**src/rtl/gray_sweep_ctrl.sv**
```systemverilog
`timescale 1ns/1ps
// Sweep sequencer for a binary-to-gray converter: drives every code, waits SETTLE cycles,
// and hands each {bin,gray} pair out over valid/ready. Define GRAY_SWEEP_CHECK_EN for the sticky err comparator.
module gray_sweep_ctrl #(
    parameter int WIDTH  = 4,
    parameter int SETTLE = 2
) (
    input  logic             clk,
    input  logic             rst,
    input  logic             start,
    input  logic             dir,
    input  logic             cont,
    input  logic             abort,
    output logic [WIDTH-1:0] bin_o,
    input  logic [WIDTH-1:0] gray_i,
    output logic             busy,
    output logic             out_valid,
    input  logic             out_ready,
    output logic [WIDTH-1:0] out_bin,
    output logic [WIDTH-1:0] out_gray,
    output logic             done,
    output logic             err
);

    typedef enum logic [1:0] {
        S_IDLE   = 2'd0,
        S_SETTLE = 2'd1,
        S_HOLD   = 2'd2
    } state_t;

    // Capture happens on the edge that closes the SETTLE-th cycle after bin_o moved.
    localparam logic [3:0] SETTLE_LAST = 4'(SETTLE - 1);

    state_t           state_q, state_d;
    logic [WIDTH-1:0] bin_q, bin_d;
    logic [WIDTH-1:0] out_bin_q, out_bin_d;
    logic [WIDTH-1:0] out_gray_q, out_gray_d;
    logic [WIDTH-1:0] code_q, code_d;
    logic [3:0]       cnt_q, cnt_d;
    logic             dir_q, dir_d;
    logic             cont_q, cont_d;
    logic             valid_q, valid_d;
    logic             done_q, done_d;
    logic             hs;

`ifdef GRAY_SWEEP_CHECK_EN
    logic             err_q, err_d;

    function automatic logic [WIDTH-1:0] to_gray(input logic [WIDTH-1:0] b);
        return b ^ (b >> 1);
    endfunction
`endif

    assign hs = valid_q & out_ready;

    always_comb begin
        state_d    = state_q;
        bin_d      = bin_q;
        out_bin_d  = out_bin_q;
        out_gray_d = out_gray_q;
        code_d     = code_q;
        cnt_d      = cnt_q;
        dir_d      = dir_q;
        cont_d     = cont_q;
        valid_d    = valid_q;
        done_d     = 1'b0;
`ifdef GRAY_SWEEP_CHECK_EN
        err_d      = err_q;
`endif
        case (state_q)
            S_IDLE: begin
                if (start && !abort) begin
                    state_d = S_SETTLE;
                    bin_d   = dir ? {WIDTH{1'b1}} : {WIDTH{1'b0}};
                    cnt_d   = 4'd0;
                    dir_d   = dir;
                    cont_d  = cont;
                    code_d  = '0;
`ifdef GRAY_SWEEP_CHECK_EN
                    err_d   = 1'b0;
`endif
                end
            end
            S_SETTLE: begin
                if (abort) begin
                    state_d = S_IDLE;
                end else if (cnt_q == SETTLE_LAST) begin
                    out_bin_d  = bin_q;
                    out_gray_d = gray_i;
                    valid_d    = 1'b1;
                    state_d    = S_HOLD;
`ifdef GRAY_SWEEP_CHECK_EN
                    if (gray_i != to_gray(bin_q)) begin
                        err_d = 1'b1;
                    end
`endif
                end else begin
                    cnt_d = cnt_q + 4'd1;
                end
            end
            S_HOLD: begin
                if (abort) begin
                    state_d = S_IDLE;
                    valid_d = 1'b0;
                end else if (hs) begin
                    valid_d = 1'b0;
                    code_d  = code_q + WIDTH'(1);
                    // code_q counts pairs already accepted, so all-ones means this was the last one.
                    if (!cont_q && (code_q == {WIDTH{1'b1}})) begin
                        state_d = S_IDLE;
                        done_d  = 1'b1;
                    end else begin
                        bin_d   = dir_q ? (bin_q - WIDTH'(1)) : (bin_q + WIDTH'(1));
                        state_d = S_SETTLE;
                        cnt_d   = 4'd0;
                    end
                end
            end
            default: begin
                state_d = S_IDLE;
                valid_d = 1'b0;
            end
        endcase
    end

    always_ff @(posedge clk or posedge rst) begin
        if (rst) begin
            state_q    <= S_IDLE;
            bin_q      <= '0;
            out_bin_q  <= '0;
            out_gray_q <= '0;
            code_q     <= '0;
            cnt_q      <= 4'd0;
            dir_q      <= 1'b0;
            cont_q     <= 1'b0;
            valid_q    <= 1'b0;
            done_q     <= 1'b0;
`ifdef GRAY_SWEEP_CHECK_EN
            err_q      <= 1'b0;
`endif
        end else begin
            state_q    <= state_d;
            bin_q      <= bin_d;
            out_bin_q  <= out_bin_d;
            out_gray_q <= out_gray_d;
            code_q     <= code_d;
            cnt_q      <= cnt_d;
            dir_q      <= dir_d;
            cont_q     <= cont_d;
            valid_q    <= valid_d;
            done_q     <= done_d;
`ifdef GRAY_SWEEP_CHECK_EN
            err_q      <= err_d;
`endif
        end
    end

    assign bin_o     = bin_q;
    assign busy      = (state_q != S_IDLE);
    assign out_valid = valid_q;
    assign out_bin   = out_bin_q;
    assign out_gray  = out_gray_q;
    assign done      = done_q;
`ifdef GRAY_SWEEP_CHECK_EN
    assign err       = err_q;
`else
    assign err       = 1'b0;
`endif

endmodule

```
**config.mk**
```make
export PLATFORM = sky130hd
export DESIGN_NAME = gray_sweep_ctrl
export DESIGN_NICKNAME = d
export VERILOG_FILES = /design/src/rtl/gray_sweep_ctrl.sv
export SDC_FILE = /design/constraint.sdc
export NUM_CORES = 1
export LEC_CHECK = 0
export CELL_PAD_IN_SITES_DETAIL_PLACEMENT = 1
export CELL_PAD_IN_SITES_GLOBAL_PLACEMENT = 1
export CORE_MARGIN = 8
export CORE_UTILIZATION = 39
export CTS_CLUSTER_DIAMETER = 150
export CTS_CLUSTER_SIZE = 8
export DETAILED_ROUTE_END_ITERATION = 8
export PLACE_DENSITY_LB_ADDON = 0.1
export SETUP_SLACK_MARGIN = 0.05
export SYNTH_ARGS = -nofsm -noshare
export SYNTH_HDL_FRONTEND = slang
export SYNTH_SLANG_ARGS = --single-unit
export TNS_END_PERCENT = 5
```
**constraint.sdc**
```tcl
create_clock -name clk -period 2.25 [get_ports clk]
set_clock_uncertainty 0.15 [all_clocks]
set_input_delay 0.45 -clock clk [delete_from_list [all_inputs] [get_ports clk]]
set_output_delay 0.45 -clock clk [all_outputs]
set_load 0.02 [all_outputs]
```
---- Yosys cells after proc, flatten, opt, wreduce, memory -nomap -nowiden ----
Cells that the tools add are included.
storage, ports and cells
  input port bits ......................... 11
  logic and storage cells ................. 78
  output and inout port bits .............. 16
  bits in registers ....................... 26
cells by class
  bitwise gates (word level) .............. 3
  add/subtract/negate cells ............... 4
  equal/unequal tests ..................... 13
  multiplexer cells ....................... 33
  reduce and logical (&&, ||, !) cells .... 15
operator list
  cell                 number
  $mux 4               14
  $pmux 4 s2           2
  $ne 2x2->1 const B   7
  $add 4x1->4 const B  3
  $pmux 4 s3           1
  $mux 2               5
  $mux 1               9
  $reduce_and 4->1     2
  $reduce_and 7->1     1
  $ne 3x3->1 const B   2
  $pmux 2 s3           1
  $reduce_and 3->1     2
  $reduce_and 5->1     1
  $eq 4x1->1 const B   1
  $eq 4x4->1 const B   1
  $reduce_bool 2->1    2
  $sub 4x1->4 const B  1
  $pmux 1 s3           1
  $reduce_bool 3->1    1
  $eq 2x1->1 const B   1
  $eq 2x2->1 const B   1
  $logic_and 1x1->1    2
  $logic_not 1->1      2
  $logic_not 2->1      1
  3 further kinds      4

---- Longest topological paths before layout ----
  depth after elaboration ................. 6
  mapped depth ............................ 6
  depth with buffers taken out ............ 6

---- Worst setup path before layout ----
OpenSTA, ideal clock, no wires.
  path kind ............................... register to register
  from .................................... register bin_q[2], in the netlist bin_o[2]
  to ...................................... register bin_q[3], in the netlist bin_o[3]
  setup time .............................. 139 ps
  data required time ...................... 1961 ps
  arrival ................................. 1452 ps
  path buffers ............................ 0
  cell stages (with the launch flop) ...... 6
  period minus slack after synthesis ...... 1741 ps
  setup slack ............................. 509 ps
  cell sequence ........................... dfrtp_1 > ha_1 > a21oi_1 > a21oi_1 > o31ai_1 > a21oi_1
between the ends
  cells in the longest elaborated chain, start to end .. 6
  elaborated cells between the ends (all ways) .. 7
  classes of those cells .................. 2 x add/sub; 5 x mux
RTL lines
  item                                               RTL line  source
  from (decl)                                        35        logic [WIDTH-1:0] bin_q, bin_d;
  from (signal assigned)                             143       bin_q <= bin_d;
  $add 4x1->4 / $sub 4x1->4 (equally long branches)  113       bin_d = dir_q ? (bin_q - WIDTH'(1)) : (bin_q + WIDTH'(1));
  $mux 4 (*)                                         113
  $mux 4 (*)                                         109       if (!cont_q && (code_q == {WIDTH{1'b1}})) begin
  $mux 4 (*)                                         105       end else if (hs) begin
  $mux 4 (*)                                         102       if (abort) begin
  $pmux 4 s2 (*)                                     70        case (state_q)
Every way passes the cells marked *; elsewhere a longest branch is shown, timed or not. The select of a mux whose other input is x is not followed.
A chain may end at the register's enable or synchronous reset.

---- Final worst setup path ----
  from .................................... register bin_q[0], in the netlist bin_o[0]
  to ...................................... output port bin_o[0]
RTL lines
  item       RTL line  source
  to (decl)  14        output logic [WIDTH-1:0] bin_o,
No word-level cell between the ends.

==> impl_metrics.py <==
metrics = {
    "outcome": {
        "outcome": "completed",
    },
    "power": {
        "vdd_drop_max_v": 0.000448,
        "p_sw_frac": 0.398,
        "internal_power_mw": 1.37,
        "p_seq_frac": 0.356,
        "power_switching_uw": 903,
        "clkPwrFrac": 0.144,
        "power_mw": 2.27,
        "power.leakage_nw": 0.778,
        "powerDensity_nw_per_um2": 1270,
        "combPwrFrac": 0.500,
    },
    "routing": {
        "drt_iter0_markers": 41,
        "first_pass_iters": 4,
        "wire_per_inst_um": 16.1,
        "wl_um": 3390,
        "vias": 1109,
        "ant_nets": 0,
        "drc": 0,
        "routed_via_density": 5.26,
    },
    "clocking": {
        "cts_buffer_depth": 2,
        "cts_buffers": 3,
        "clock-sinks": 26,
        "clk_latency_ns": 0.33,
        "cts_tree": "yes",
        "clkTransAtPathRegs_ns": 0.15,
        "cts_root_buf": "clkbuf_4",
        "cts_max_level": 1,
    },
    "sta": {
        "hold_viol": 0,
        "fmax_mhz": 489,
        "setup_total_negative_slack_ns": 0,
        "fin_ws_ns": 0.207,
        "post-route-period-util": 0.908,
        "report.final.slew_viol_count": 0,
        "period_minus_slack_ns": 2.04,
        "setup-violations-final": 0,
        "rsz0062_at_grt": "no",
    },
    "logic_synthesis": {
        "syn_nets": 148,
        "synth_commonest_cells": "dfrtp_1, nand2_1, mux2_2, inv_1, a21oi_1",
        "synth_area_leaders": "dfrtp_1, mux2_2, ha_1",
        "ys_seq_area_frac": 0.470,
        "yosys.area.top_type_share": 0.470,
        "yosysTopAreaCell": "dfrtp_1",
        "async_reset_ff_frac": 1.00,
        "synth_edf_count": 0,
        "synth_area_um2": 1390,
        "yosys.cell_types.count": 40,
        "syn_avg_cell_area_um2": 10.6,
        "synth_most_common_cell": "dfrtp_1",
        "ys_seq_elements": 26,
        "synth_warnings": 0,
        "synth_top_flop_cell": "dfrtp_1",
        "synth_cells": 131,
    },
    "grt": {
        "grt_pass1_wl_um": 5820,
        "antenna_found_initial": 0,
        "grt.overflow.total": 0,
        "grtUsageTotal": 0.131,
        "grt_max_degree": 25,
        "first_global_vias": 1180,
    },
    "finish": {
        "n_antenna_cell": 0,
        "multiInputGateArea_um2": 686,
        "fin_util": 0.530,
        "nFillCells": 413,
        "fin_nets": 183,
        "area_growth_pct": 28.7,
        "drive_gt1_frac": 0.176,
        "layout.area.seq_um2": 652,
    },
    "place": {
        "portBuffers": 25,
        "place_ws_ns": 0.0315,
        "dpl.hpwl_um": 2680,
        "globalplace.congestion": 0.791,
    },
    "worst_setup_path": {
        "cp-end-kind": "output port",
        "startpoint": "bin_o[0]",
        "crit-reg2reg-launch": "bin_o[2]",
        "cp_slowest_cell": "clkdlybuf4s50_1",
        "path_max_fanout": 6,
        "cp_top_family": "buffers and inverters",
        "slowest_delay_ns": 0.64,
        "arrival_ns": 1.44,
        "path_cells": "clkdlybuf4s50_1",
        "worst-path-buf-inv": 1,
        "worstSetupPathType": "reg -> out",
        "crit_required_ns": 1.65,
        "crit_path_start_kind": "register",
    },
    "die": {
        "die_h_um": 75.6,
        "rows": 21,
        "fp.coreArea_um2": 3360,
        "io_pins": 27,
        "start_util": 0.412,
        "die_width_um": 75.6,
        "dieArea_um2": 5710,
    },
    "run": {
        "maxCapViolCount": 0,
    },
    "worst_hold_path": {
        "hold_path.class": "in -> async",
    },
}
## cells by family after synthesis
logic type,synth area share
and+or+nand+nor,0.187
xor gates and xnor gates,0.0190
muxes,0.0732
AOI/OAI and AO/OA,0.154
buffers and inverters,0.0352
DFF,0.470
adders and majority gates,0.0596
other,0.00271
## per-layer routing
layer | vias to the layer above | wire, µm | GRT usage | share of wire
met5 | - | 0 | 0 | 0
met4 | 0 | 27 | 0.0384 | 0.0080
met3 | 4 | 258 | 0.0461 | 0.076
met2 | 23 | 1650 | 0.223 | 0.49
met1 | 550 | 1450 | 0.150 | 0.43
li1 | 532 | - | - | -
## flip-flops by register name, summed over array words and instances, names as in the netlist
name,count
out_valid,1
cont_q,1
code_q,4
done,1
out_gray,4
dir_q,1
cnt_q,4
out_bin,4
state_q,2
bin_o,4
## power by group through the flow
| stage | clock network, mW | registers [mW] | logic, mW |
|---|---|---|---|
| floorplan | 0 | 0.916 | 0.575 |
| global placement | 0 | 0.802 | 1.12 |
| detailed placement | 0 | 0.817 | 1.16 |
| CTS | 0.341 | 0.811 | 1.16 |
| global route | 0.360 | 0.840 | 1.24 |
| finish | 0.326 | 0.809 | 1.13 |
## what timing repair did
item | in CTS | in global routing
setup buffers | 0 | 0
resized for setup | 2 | 0
setup endpoints to repair | 1 | 0
hold buffers | 0 | 0
## layout by cell type (no fill, tap or decap), types with 2 or more instances in the layout
cell type,synthesis,routed
clkdlybuf4s50_1,0,24
ha_1,5,5
a21oi_1,7,7
xnor2_1,3,3
nor4b_1,2,2
nand2b_1,6,6
a211oi_1,2,2
a31oi_1,4,4
buf_4,2,7
nor2b_1,2,2
inv_1,8,8
dfrtp_1,26,25
mux2_2,9,9
a21o_1,2,2
o21ai_0,6,6
clkbuf_4,0,3
nand2_1,11,11
nor2_1,5,5
or2_2,2,2
nor3_1,2,2
nand3_1,6,6
## cell type report
cell class	count	share of cell area
Clock inverter	1	0.0168
Multi-Input combinational cell	94	0.385
Timing Repair Buffer	32	0.169
Inverter	9	0.0189
Clock buffer	3	0.0126
Tap cell	46	0.0323
Sequential cell	26	0.366
## final timing paths
check,end,slack [ns],cells past startpoint
max in group asynchronous,state_q[0],1.33,3
setup / recovery,bin_o[0],0.21,1
hold / removal,out_gray[2],0.10,2
min in group clk,out_bin[1],0.37,1
hold reg to reg,out_bin[1],0.37,1
setup reg to reg,bin_o[3],0.38,5
## metrics by stage
stage	instances	cell area [µm²]	hold WS, ns
finish	211	1780	0.104
global route	211	1780	0.113
CTS	211	1780	0.0857
detailed placement	207	1730	0.348
global placement	207	1730	0.340
floorplan	131	1390	0.324
Power figures use the tool's default switching activity.
